**src/rtl/tx_arb_pkg.sv**
```systemverilog
// Purpose: shared types, widths and helpers for the transmitter arbiter.
// Latency: n/a (declarations only).
// Backpressure: n/a (declarations only).
package tx_arb_pkg;

  localparam int BYTE_W = 8;

  // Arbiter sequencing states.
  typedef enum logic [1:0] {
    IDLE       = 2'd0,
    LOAD       = 2'd1,
    WAIT_START = 2'd2,
    WAIT_DONE  = 2'd3
  } state_e;

  // Ceiling log2 with a floor of 1, so a 1-bit field is always legal.
  function automatic int clog2(input int value);
    int r;
    r = 0;
    while ((1 << r) < value) begin
      r++;
    end
    if (r < 1) begin
      r = 1;
    end
    return r;
  endfunction

endpackage

```
**src/rtl/rr_picker.sv**
```systemverilog
// Purpose: combinational round-robin pick of the first request above the pointer.
// Latency: 0 cycles (pure combinational).
// Backpressure: none; result is only meaningful when pick_vld is high.
module rr_picker
  import tx_arb_pkg::*;
#(
  parameter int NUM_REQ = 4,
  parameter int PTR_W   = clog2(NUM_REQ)
) (
  input  logic [NUM_REQ-1:0] req,
  input  logic [PTR_W-1:0]   ptr,
  output logic [NUM_REQ-1:0] pick_oh,
  output logic [PTR_W-1:0]   pick_idx,
  output logic               pick_vld
);

  // One spare bit so ptr + k never overflows before the modulo fold.
  localparam logic [PTR_W:0] NUM_REQ_C = (PTR_W+1)'(NUM_REQ);

  logic [PTR_W:0] cand;

  // Scan ptr+1, ptr+2, ... with wrap; the first set request wins.
  always_comb begin
    pick_oh  = '0;
    pick_idx = '0;
    pick_vld = 1'b0;
    cand     = '0;
    for (int k = 1; k <= NUM_REQ; k++) begin
      cand = {1'b0, ptr} + (PTR_W+1)'(k);
      if (cand >= NUM_REQ_C) begin
        cand = cand - NUM_REQ_C;
      end
      if (!pick_vld && req[cand[PTR_W-1:0]]) begin
        pick_vld                   = 1'b1;
        pick_oh[cand[PTR_W-1:0]]   = 1'b1;
        pick_idx                   = cand[PTR_W-1:0];
      end
    end
  end

endmodule

```
**src/rtl/tx_arbiter.sv**
```systemverilog
// Purpose: round-robin sharing of one serial Transmitter among NUM_REQ byte sources.
// Latency: Req -> Grant 1 cycle, Req -> Tx_Send 2 cycles; one Ack per accepted byte.
// Backpressure: Tx_Busy stalls the owner and blocks new grants; missing Busy rise aborts.
module tx_arbiter
  import tx_arb_pkg::*;
#(
  parameter int NUM_REQ       = 4,
  parameter int MAX_BURST     = 16,
  parameter int START_TIMEOUT = 64
) (
  input  logic                      Clk,
  input  logic                      Rst_n,
  input  logic [NUM_REQ-1:0]        Req,
  input  logic [BYTE_W*NUM_REQ-1:0] Req_Data,
  input  logic [NUM_REQ-1:0]        Req_Last,
  output logic [NUM_REQ-1:0]        Grant,
  output logic [NUM_REQ-1:0]        Ack,
  output logic [BYTE_W-1:0]         Tx_Data,
  output logic                      Tx_Send,
  input  logic                      Tx_Busy,
  output logic                      Timeout_Err
);

  localparam int PTR_W   = clog2(NUM_REQ);
  localparam int BURST_W = clog2(MAX_BURST + 1);
  localparam int TMO_W   = clog2(START_TIMEOUT + 1);

  localparam logic [BURST_W-1:0] MAX_BURST_C = BURST_W'(MAX_BURST);
  localparam logic [TMO_W-1:0]   TMO_C       = TMO_W'(START_TIMEOUT);
  // Pointer starts on the last requester so requester 0 is served first.
  localparam logic [PTR_W-1:0]   PTR_RST     = PTR_W'(NUM_REQ - 1);

  state_e               state_q,     state_d;
  logic [NUM_REQ-1:0]   grant_q,     grant_d;
  logic [NUM_REQ-1:0]   ack_q,       ack_d;
  logic [BYTE_W-1:0]    tx_data_q,   tx_data_d;
  logic                 tx_send_q,   tx_send_d;
  logic                 tmo_err_q,   tmo_err_d;
  logic [BURST_W-1:0]   burst_cnt_q, burst_cnt_d;
  logic [TMO_W-1:0]     tmo_cnt_q,   tmo_cnt_d;
  logic [PTR_W-1:0]     ptr_q,       ptr_d;
  logic [PTR_W-1:0]     own_q,       own_d;
  logic                 last_q,      last_d;

  logic [NUM_REQ-1:0]   pick_oh;
  logic [PTR_W-1:0]     pick_idx;
  logic                 pick_vld;

  logic                 own_req;
  logic                 own_last;
  logic [BYTE_W-1:0]    own_data;
  logic [BURST_W-1:0]   burst_inc;
  logic [TMO_W-1:0]     tmo_inc;

  rr_picker #(
    .NUM_REQ (NUM_REQ),
    .PTR_W   (PTR_W)
  ) u_rr_picker (
    .req      (Req),
    .ptr      (ptr_q),
    .pick_oh  (pick_oh),
    .pick_idx (pick_idx),
    .pick_vld (pick_vld)
  );

  // Select the current owner's request, data byte and last flag.
  always_comb begin
    own_req  = 1'b0;
    own_last = 1'b0;
    own_data = '0;
    for (int i = 0; i < NUM_REQ; i++) begin
      if (own_q == PTR_W'(i)) begin
        own_req  = Req[i];
        own_last = Req_Last[i];
        own_data = Req_Data[BYTE_W*i +: BYTE_W];
      end
    end
  end

  // Saturating increments: counters stick at their terminal value instead of wrapping.
  always_comb begin
    burst_inc = (burst_cnt_q == MAX_BURST_C) ? burst_cnt_q : burst_cnt_q + BURST_W'(1);
    tmo_inc   = (tmo_cnt_q == TMO_C) ? tmo_cnt_q : tmo_cnt_q + TMO_W'(1);
  end

  // Next-state and registered-output computation for the grant/launch/ack sequence.
  always_comb begin
    state_d     = state_q;
    grant_d     = grant_q;
    ack_d       = '0;
    tx_data_d   = tx_data_q;
    tx_send_d   = 1'b0;
    tmo_err_d   = 1'b0;
    burst_cnt_d = burst_cnt_q;
    tmo_cnt_d   = tmo_cnt_q;
    ptr_d       = ptr_q;
    own_d       = own_q;
    last_d      = last_q;

    case (state_q)
      IDLE: begin
        // An externally busy Transmitter holds off any new grant.
        if (pick_vld && !Tx_Busy) begin
          grant_d     = pick_oh;
          own_d       = pick_idx;
          burst_cnt_d = '0;
          state_d     = LOAD;
        end
      end

      LOAD: begin
        if (!own_req) begin
          // Owner withdrew: release without launching; pointer keeps its place.
          grant_d = '0;
          state_d = IDLE;
        end else begin
          tx_data_d = own_data;
          last_d    = own_last;
          tx_send_d = 1'b1;
          tmo_cnt_d = '0;
          state_d   = WAIT_START;
        end
      end

      WAIT_START: begin
        // Busy is checked first so a rise on the terminal-count cycle still counts.
        if (Tx_Busy) begin
          ack_d       = grant_q;
          burst_cnt_d = burst_inc;
          state_d     = WAIT_DONE;
        end else begin
          tmo_cnt_d = tmo_inc;
          if (tmo_inc == TMO_C) begin
            // No Ack, so the requester keeps its byte for a later retry.
            tmo_err_d = 1'b1;
            grant_d   = '0;
            ptr_d     = own_q;
            state_d   = IDLE;
          end
        end
      end

      WAIT_DONE: begin
        if (!Tx_Busy) begin
          if (last_q || (burst_cnt_q == MAX_BURST_C) || !own_req) begin
            grant_d = '0;
            ptr_d   = own_q;
            state_d = IDLE;
          end else begin
            state_d = LOAD;
          end
        end
      end

      default: begin
        grant_d = '0;
        state_d = IDLE;
      end
    endcase
  end

  // State, counters and output registers; reset clears every output immediately.
  always_ff @(posedge Clk or negedge Rst_n) begin
    if (!Rst_n) begin
      state_q     <= IDLE;
      grant_q     <= '0;
      ack_q       <= '0;
      tx_data_q   <= '0;
      tx_send_q   <= 1'b0;
      tmo_err_q   <= 1'b0;
      burst_cnt_q <= '0;
      tmo_cnt_q   <= '0;
      ptr_q       <= PTR_RST;
      own_q       <= '0;
      last_q      <= 1'b0;
    end else begin
      state_q     <= state_d;
      grant_q     <= grant_d;
      ack_q       <= ack_d;
      tx_data_q   <= tx_data_d;
      tx_send_q   <= tx_send_d;
      tmo_err_q   <= tmo_err_d;
      burst_cnt_q <= burst_cnt_d;
      tmo_cnt_q   <= tmo_cnt_d;
      ptr_q       <= ptr_d;
      own_q       <= own_d;
      last_q      <= last_d;
    end
  end

  assign Grant       = grant_q;
  assign Ack         = ack_q;
  assign Tx_Data     = tx_data_q;
  assign Tx_Send     = tx_send_q;
  assign Timeout_Err = tmo_err_q;

endmodule

```
**config.mk**
```make
export PLATFORM = sky130hd
export DESIGN_NAME = tx_arbiter
export DESIGN_NICKNAME = d
export VERILOG_FILES = /design/src/rtl/tx_arb_pkg.sv /design/src/rtl/rr_picker.sv /design/src/rtl/tx_arbiter.sv
export SDC_FILE = /design/constraint.sdc
export NUM_CORES = 1
export LEC_CHECK = 0
export BUFFER_PORTS_ARGS = -buffer_cell sky130_fd_sc_hd__clkbuf_2
export CAP_MARGIN = 20
export CORE_MARGIN = 3
export CORE_UTILIZATION = 42
export DETAILED_ROUTE_END_ITERATION = 8
export GPL_TIMING_DRIVEN = 0
export PLACE_DENSITY = 0.66
export SYNTH_ARGS = -nofsm -noshare
export SYNTH_HDL_FRONTEND = slang
export SYNTH_SLANG_ARGS = --single-unit
```
**constraint.sdc**
```tcl
create_clock -name Clk -period 3.1 [get_ports Clk]
set_input_delay 0 -clock Clk [delete_from_list [all_inputs] [get_ports Clk]]
set_output_delay 0 -clock Clk [all_outputs]
set_load 0.01 [all_outputs]
```
Word-level counts from Yosys, hierarchy flattened
Index checks and enable logic that the tools add are counted.
{ "classes": {"add_sub_neg": 10, "n_lt_le_gt_ge": 12, "eq_ne": 19, "mux": 78, "bitwise": 3, "n_reduce_logical": 27} }
{ "ops": {"columns": ["operator", "count"], "rows": [
  ["$mux W4", 12],
  ["$mux W2", 17],
  ["$mux W8", 4],
  ["$mux W1", 26],
  ["$mux W7", 3],
  ["$ne A2 B2 Y1 const B", 9],
  ["$pmux W4 S4", 1],
  ["$mux W5", 3],
  ["$eq A7 B7 Y1 const B", 2],
  ["$pmux W7 S2", 1],
  ["$ge A3 B3 Y1 const B", 4],
  ["$lt A2 B3 Y1 const B", 4],
  ["$or A4 B4 Y4", 3],
  ["$pmux W5 S2", 1],
  ["$bmux W1 S2", 4],
  ["$demux W1 S2", 4],
  ["$eq A2 B2 Y1 const B", 4],
  ["$ge A2 B1 Y1 const B", 4],
  ["$logic_and A1 B1 Y1", 8],
  ["$pmux W2 S4", 1],
  ["$sub A2 B1 Y2 const B", 4],
  ["$add A7 B1 Y7 const B", 1],
  ["$add A2 B2 Y3 const B", 2],
  ["$reduce_and A3 Y1", 2],
  ["15 further kinds", 25]
]} }
{ "totals": {"reg_bits": 37, "in_bits": 43, "output_inout_bits": 18, "wordCells": 160} }

Depth between registers and ports, before layout
{ "depth": {"depth_word": 18, "depth_mapped": 10, "ltp_nobuf": 8} }

Modules after synthesis
A second synthesis with hierarchy kept.
{ "hier_totals": {"cells_unflattened": 273, "hier_area_um2": 2652.5} }
{ "by_module_without_submodules": {"columns": ["mod", "n_inst", "cells_each", "area_each_um2", "seq_area_each_um2"], "rows": [
  ["tx_arbiter", 1, 205, 2127.0, 928.4],
  ["rr_picker", 1, 68, 525.5, 0.0]
]} }

Worst setup path before layout
Ideal clock, no wire load.
{ "synth_timing": {"path_type": "register to register", "startpoint": "register ptr_q[0]", "endpoint": "register grant_q[0] (netlist: Grant[0])", "setup_time_ns": 0.134, "t_arrival_ns": 2.559, "required_ns": 2.966, "path_slack_ns": 0.407, "stages_incl_launch_ff": 9, "path_buffers": 2, "synth_period_minus_slack_ns": 2.693, "cell_sequence": "dfstp_2 buf_2 inv_1 ha_1 clkbuf_1 mux4_2 a222oi_1 a21boi_0 o22ai_1"} }
{ "synth_via": {"elab_chain_len": 18, "elab_cells_between_ends": 66, "classes_between": "add/sub: 8; order compare: 12; eq/ne: 1; mux: 30; bitwise: 3; reduce/logical: 12"} }
{ "synth_lines": {"columns": ["item", "line", "source"], "rows": [
  ["start, declared", "tx_arbiter.sv:41", "logic [PTR_W-1:0] ptr_q, ptr_d;"],
  ["start signal, assigned", "tx_arbiter.sv:185", "ptr_q <= ptr_d;"],
  ["branches (longest 18 deep; another with $add A2 B1 Y3)", null, null],
  ["end signal, assigned", "tx_arbiter.sv:178", "grant_q <= grant_d;"],
  ["end, declared", "tx_arbiter.sv:34", "logic [NUM_REQ-1:0] grant_q, grant_d;"]
]} }
Several ways; the timed one is not identified. The select of a mux whose other input is x is not followed.
A chain may end at the register's enable or synchronous reset.

Final worst setup path
Same ends and word-level chain as after synthesis.

==> out/qor.csv <==
metric;value;unit
hpwlAfterDp;3830;um
synth_ff_type;dfrtp_1;
grt_use_met1;0.233;
place_ws;0.128;ns
p_leak;1.35;nW
wirelength;4940;um
post_cts_buffers;0;
antenna_left;0;
cts_tree;yes;
drc_errors;0;
nets;354;
first_pass_iters;4;
grt_pass1_vias;1859;
setup_slack;0.297;ns
synth_cell_type_count;49;
synth_area_leaders;dfrtp_1 36%, mux4_2 11%, ha_1 6.2%;
power_density;853;nW/um^2
fp.dieW;82.1;um
clockBufferDepth;2;
setup_violations;0;
grt_pass1_wl;8380;um
critPathLaunchType;flip-flop;
required;3.25;ns
cts.sinks;37;
grt_overflow;0;
yosys_warnings;0;
reg2reg_setup_slack;0.30;ns
timing.rr.start;ptr_q[0];
rr_worst_depth;7;
initial_core_util;0.439;
crit_fanout;10;
finalMaxSlewViolations;0;
crit_slowest_cell;mux4_2;
skew;0.00438;ns
dpl.cell_count;364;
synth_area;2430;um^2
crit_chain;buf_2 > inv_1 > ha_2 > mux4_2 > a222oi_1 > a21boi_0 > o22ai_1;
synth-seq-cells;37;
avgSynthCellArea;10.4;um^2
hold_path.class;in -> reg;
ir_drop;0.482;mV
crit_arrival;2.96;ns
insertion_delay;0.28;ns
route.detailed.wl_per_inst;13.3;um
row_count;27;
layout.cells.non_filler;372;
htreeDepth;2;
die_area;6740;um^2
drv_cap;0;
min_path_cells;3;
antennaDiodeCount;0;
antenna_found_initial;0;
outcome;finished clean;
track_usage;0.158;
cpPeakStageDelay;0.58;ns
path_clk_slew;0.07;ns
grt_busiest_layer;met1;
synthesis.nets;288;
grt_max_degree;38;
clockRootBuffer;clkbuf_8;
syn_to_final_growth;20.8;%
synth-seq-area-share;0.382;
place_congestion;0.794;
rsz0062_at_grt;false;
max_freq;0.357;GHz
end_kind;flip-flop;
r2r-end;Grant[0];
async_reset_ff_frac;1.00;
grtUsageMet2;0.230;
worst_pin_slew;0.891;ns
critPathKind;reg -> reg;
cts_buffers;5;
synth_top_area_cell;dfrtp_1;
min_to;Tx_Data[1];
die_y;82.1;um
ios;61;
hold_violations;0;
min_from;Req_Data[25];
synth_top_cell_area_share;0.360;
fin_crit;2.80;ns
num_vias;1963;
layout-drive-gt1-share;0.347;
finalSetupTns;0;ns
gr-usage-met3;0.0406;
finalCritPeriodShare;0.904;
core_area;5540;um^2
drtIter0Drc;98;
synth_enable_flop_cells;0;
drt-vias-per-instance;5.28;
syn_inst;233;
port_buffers;59;
slew-limit-headroom;0.406;
==> logic make-up (layout without fill, tap and decap cells) <==
| group | count (synthesis) | after routing | synth area share |
|---|---|---|---|
| buf+inv | 30 | 97 | 0.0525 |
| xor+xnor | 7 | 7 | 0.0252 |
| flops | 37 | 37 | 0.382 |
| mux | 24 | 24 | 0.167 |
| compound gates | 49 | 49 | 0.138 |
| simple gates | 74 | 74 | 0.173 |
| fa+ha+maj | 12 | 12 | 0.0618 |
==> state kept, by name, summed over array words and instances (netlist names) <==
signal       count
Tx_Data          8
tmo_cnt_q        7
burst_cnt_q      5
Ack              4
Grant            4
own_q            2
ptr_q            2
state_q          2
Timeout_Err      1
Tx_Send          1
last_q           1
==> area by class of cell <==
type                    count  area [um^2]
well taps                  72         90.1
inverters                  16         60.1
clock inverters             2         38.8
plain buffers              13         63.8
flip-flops and latches     37          928
clock buffers               6         72.6
multi-input cells         166         1380
fillers                   531         2600
repair buffers             60          305
==> worst max-delay path by stage <==
stage | from | endpoint | slack (ns) | cells past startpoint
floorplan | ptr_q[0] | Grant[0] | 0.41 | 8
global placement | ptr_q[0] | Grant[0] | 0.12 | 8
detailed placement | ptr_q[0] | Grant[0] | 0.13 | 8
CTS | ptr_q[0] | Grant[0] | 0.10 | 8
global route | ptr_q[0] | Grant[3] | 0.06 | 8
finish | ptr_q[0] | Grant[0] | 0.30 | 7
==> synth_stat cells, types with 2 or more instances <==
cell       n
and2_1     2
nor4_1     3
nand2b_1   3
and3b_1    3
o31ai_1    2
nor3b_1    4
a21oi_1    9
a21boi_0   4
xnor2_1    3
clkbuf_1   6
nand3_1    9
inv_1     16
dfstp_2    2
o211ai_1   2
nor2_1    16
dfrtp_1   35
a211oi_1   2
ha_1      12
buf_2      6
mux4_2    12
mux2_1     2
o22ai_1    4
nand2_1   14
nor2b_1    3
mux2_2    10
o21ai_0   13
a222oi_1   4
nand4_1    3
or4_1      2
xor2_1     4
nor3_1     5
==> timing repair <==
item / 4_1_cts / 5_1_grt
endpoints found under the hold margin: 35 / 0
setup endpoints to repair: 0 / 5
gates resized for setup: 0 / 1
hold buffers: 1 / 0
==> per-stage QoR <==
stage | cell area (um^2) | power [mW] | hold WS, ns | utilization
after floorplan | 2430 | 1.78 | -0.296 | -
after global placement | 2820 | 2.09 | 0.173 | 0.508
after detailed placement | 2820 | 2.10 | 0.174 | 0.508
after CTS | 2940 | 2.52 | 0.150 | 0.530
after global routing | 2940 | 2.75 | 0.158 | 0.530
final | 2940 | 2.51 | 0.158 | 0.530
==> power breakdown <==
part           total (mW)  switching [mW]  leakage [nW]  internal [mW]
logic                1.30           0.677         0.820          0.623
clock network       0.405           0.164        0.0554          0.241
registers           0.800           0.141         0.475          0.659
total                2.51           0.981          1.35           1.52
==> worst max-delay path, delay by kind of cell (launching register included) <==
family          cells  cell delay (ns)
compound gates      3             0.67
fa+ha+maj           1             0.45
buf+inv             2             0.38
flops               1             0.57
mux                 1             0.58
==> layer usage <==
layer | routed length [um] | vias to the layer above
li1 | - | 988
met1 | 2340 | 927
met2 | 2300 | 46
met3 | 274 | 2
met4 | 30 | 0
met5 | 0 | -
==> cells in the final DEF (no fill, tap or decap), types with 2 or more instances in the layout <==
master / count
clkbuf_1: 6
buf_2: 6
ha_1: 11
o21ai_0: 13
o22ai_1: 4
nor4_1: 3
nor3b_1: 4
xor2_1: 4
and2_1: 2
a21boi_0: 4
nor3_1: 5
a211oi_1: 2
nor2b_1: 3
clkbuf_2: 59
mux4_2: 12
o31ai_1: 2
nand2b_1: 3
a21oi_1: 9
o211ai_1: 2
mux2_2: 10
dfrtp_1: 35
and3b_1: 3
nand4_1: 3
mux2_1: 2
a222oi_1: 4
nand3_1: 9
clkbuf_8: 5
nor2_1: 16
xnor2_1: 3
inv_1: 16
dfstp_2: 2
nand2_1: 14
or4_1: 2
Note: power is estimated with default switching activity, not from simulation.
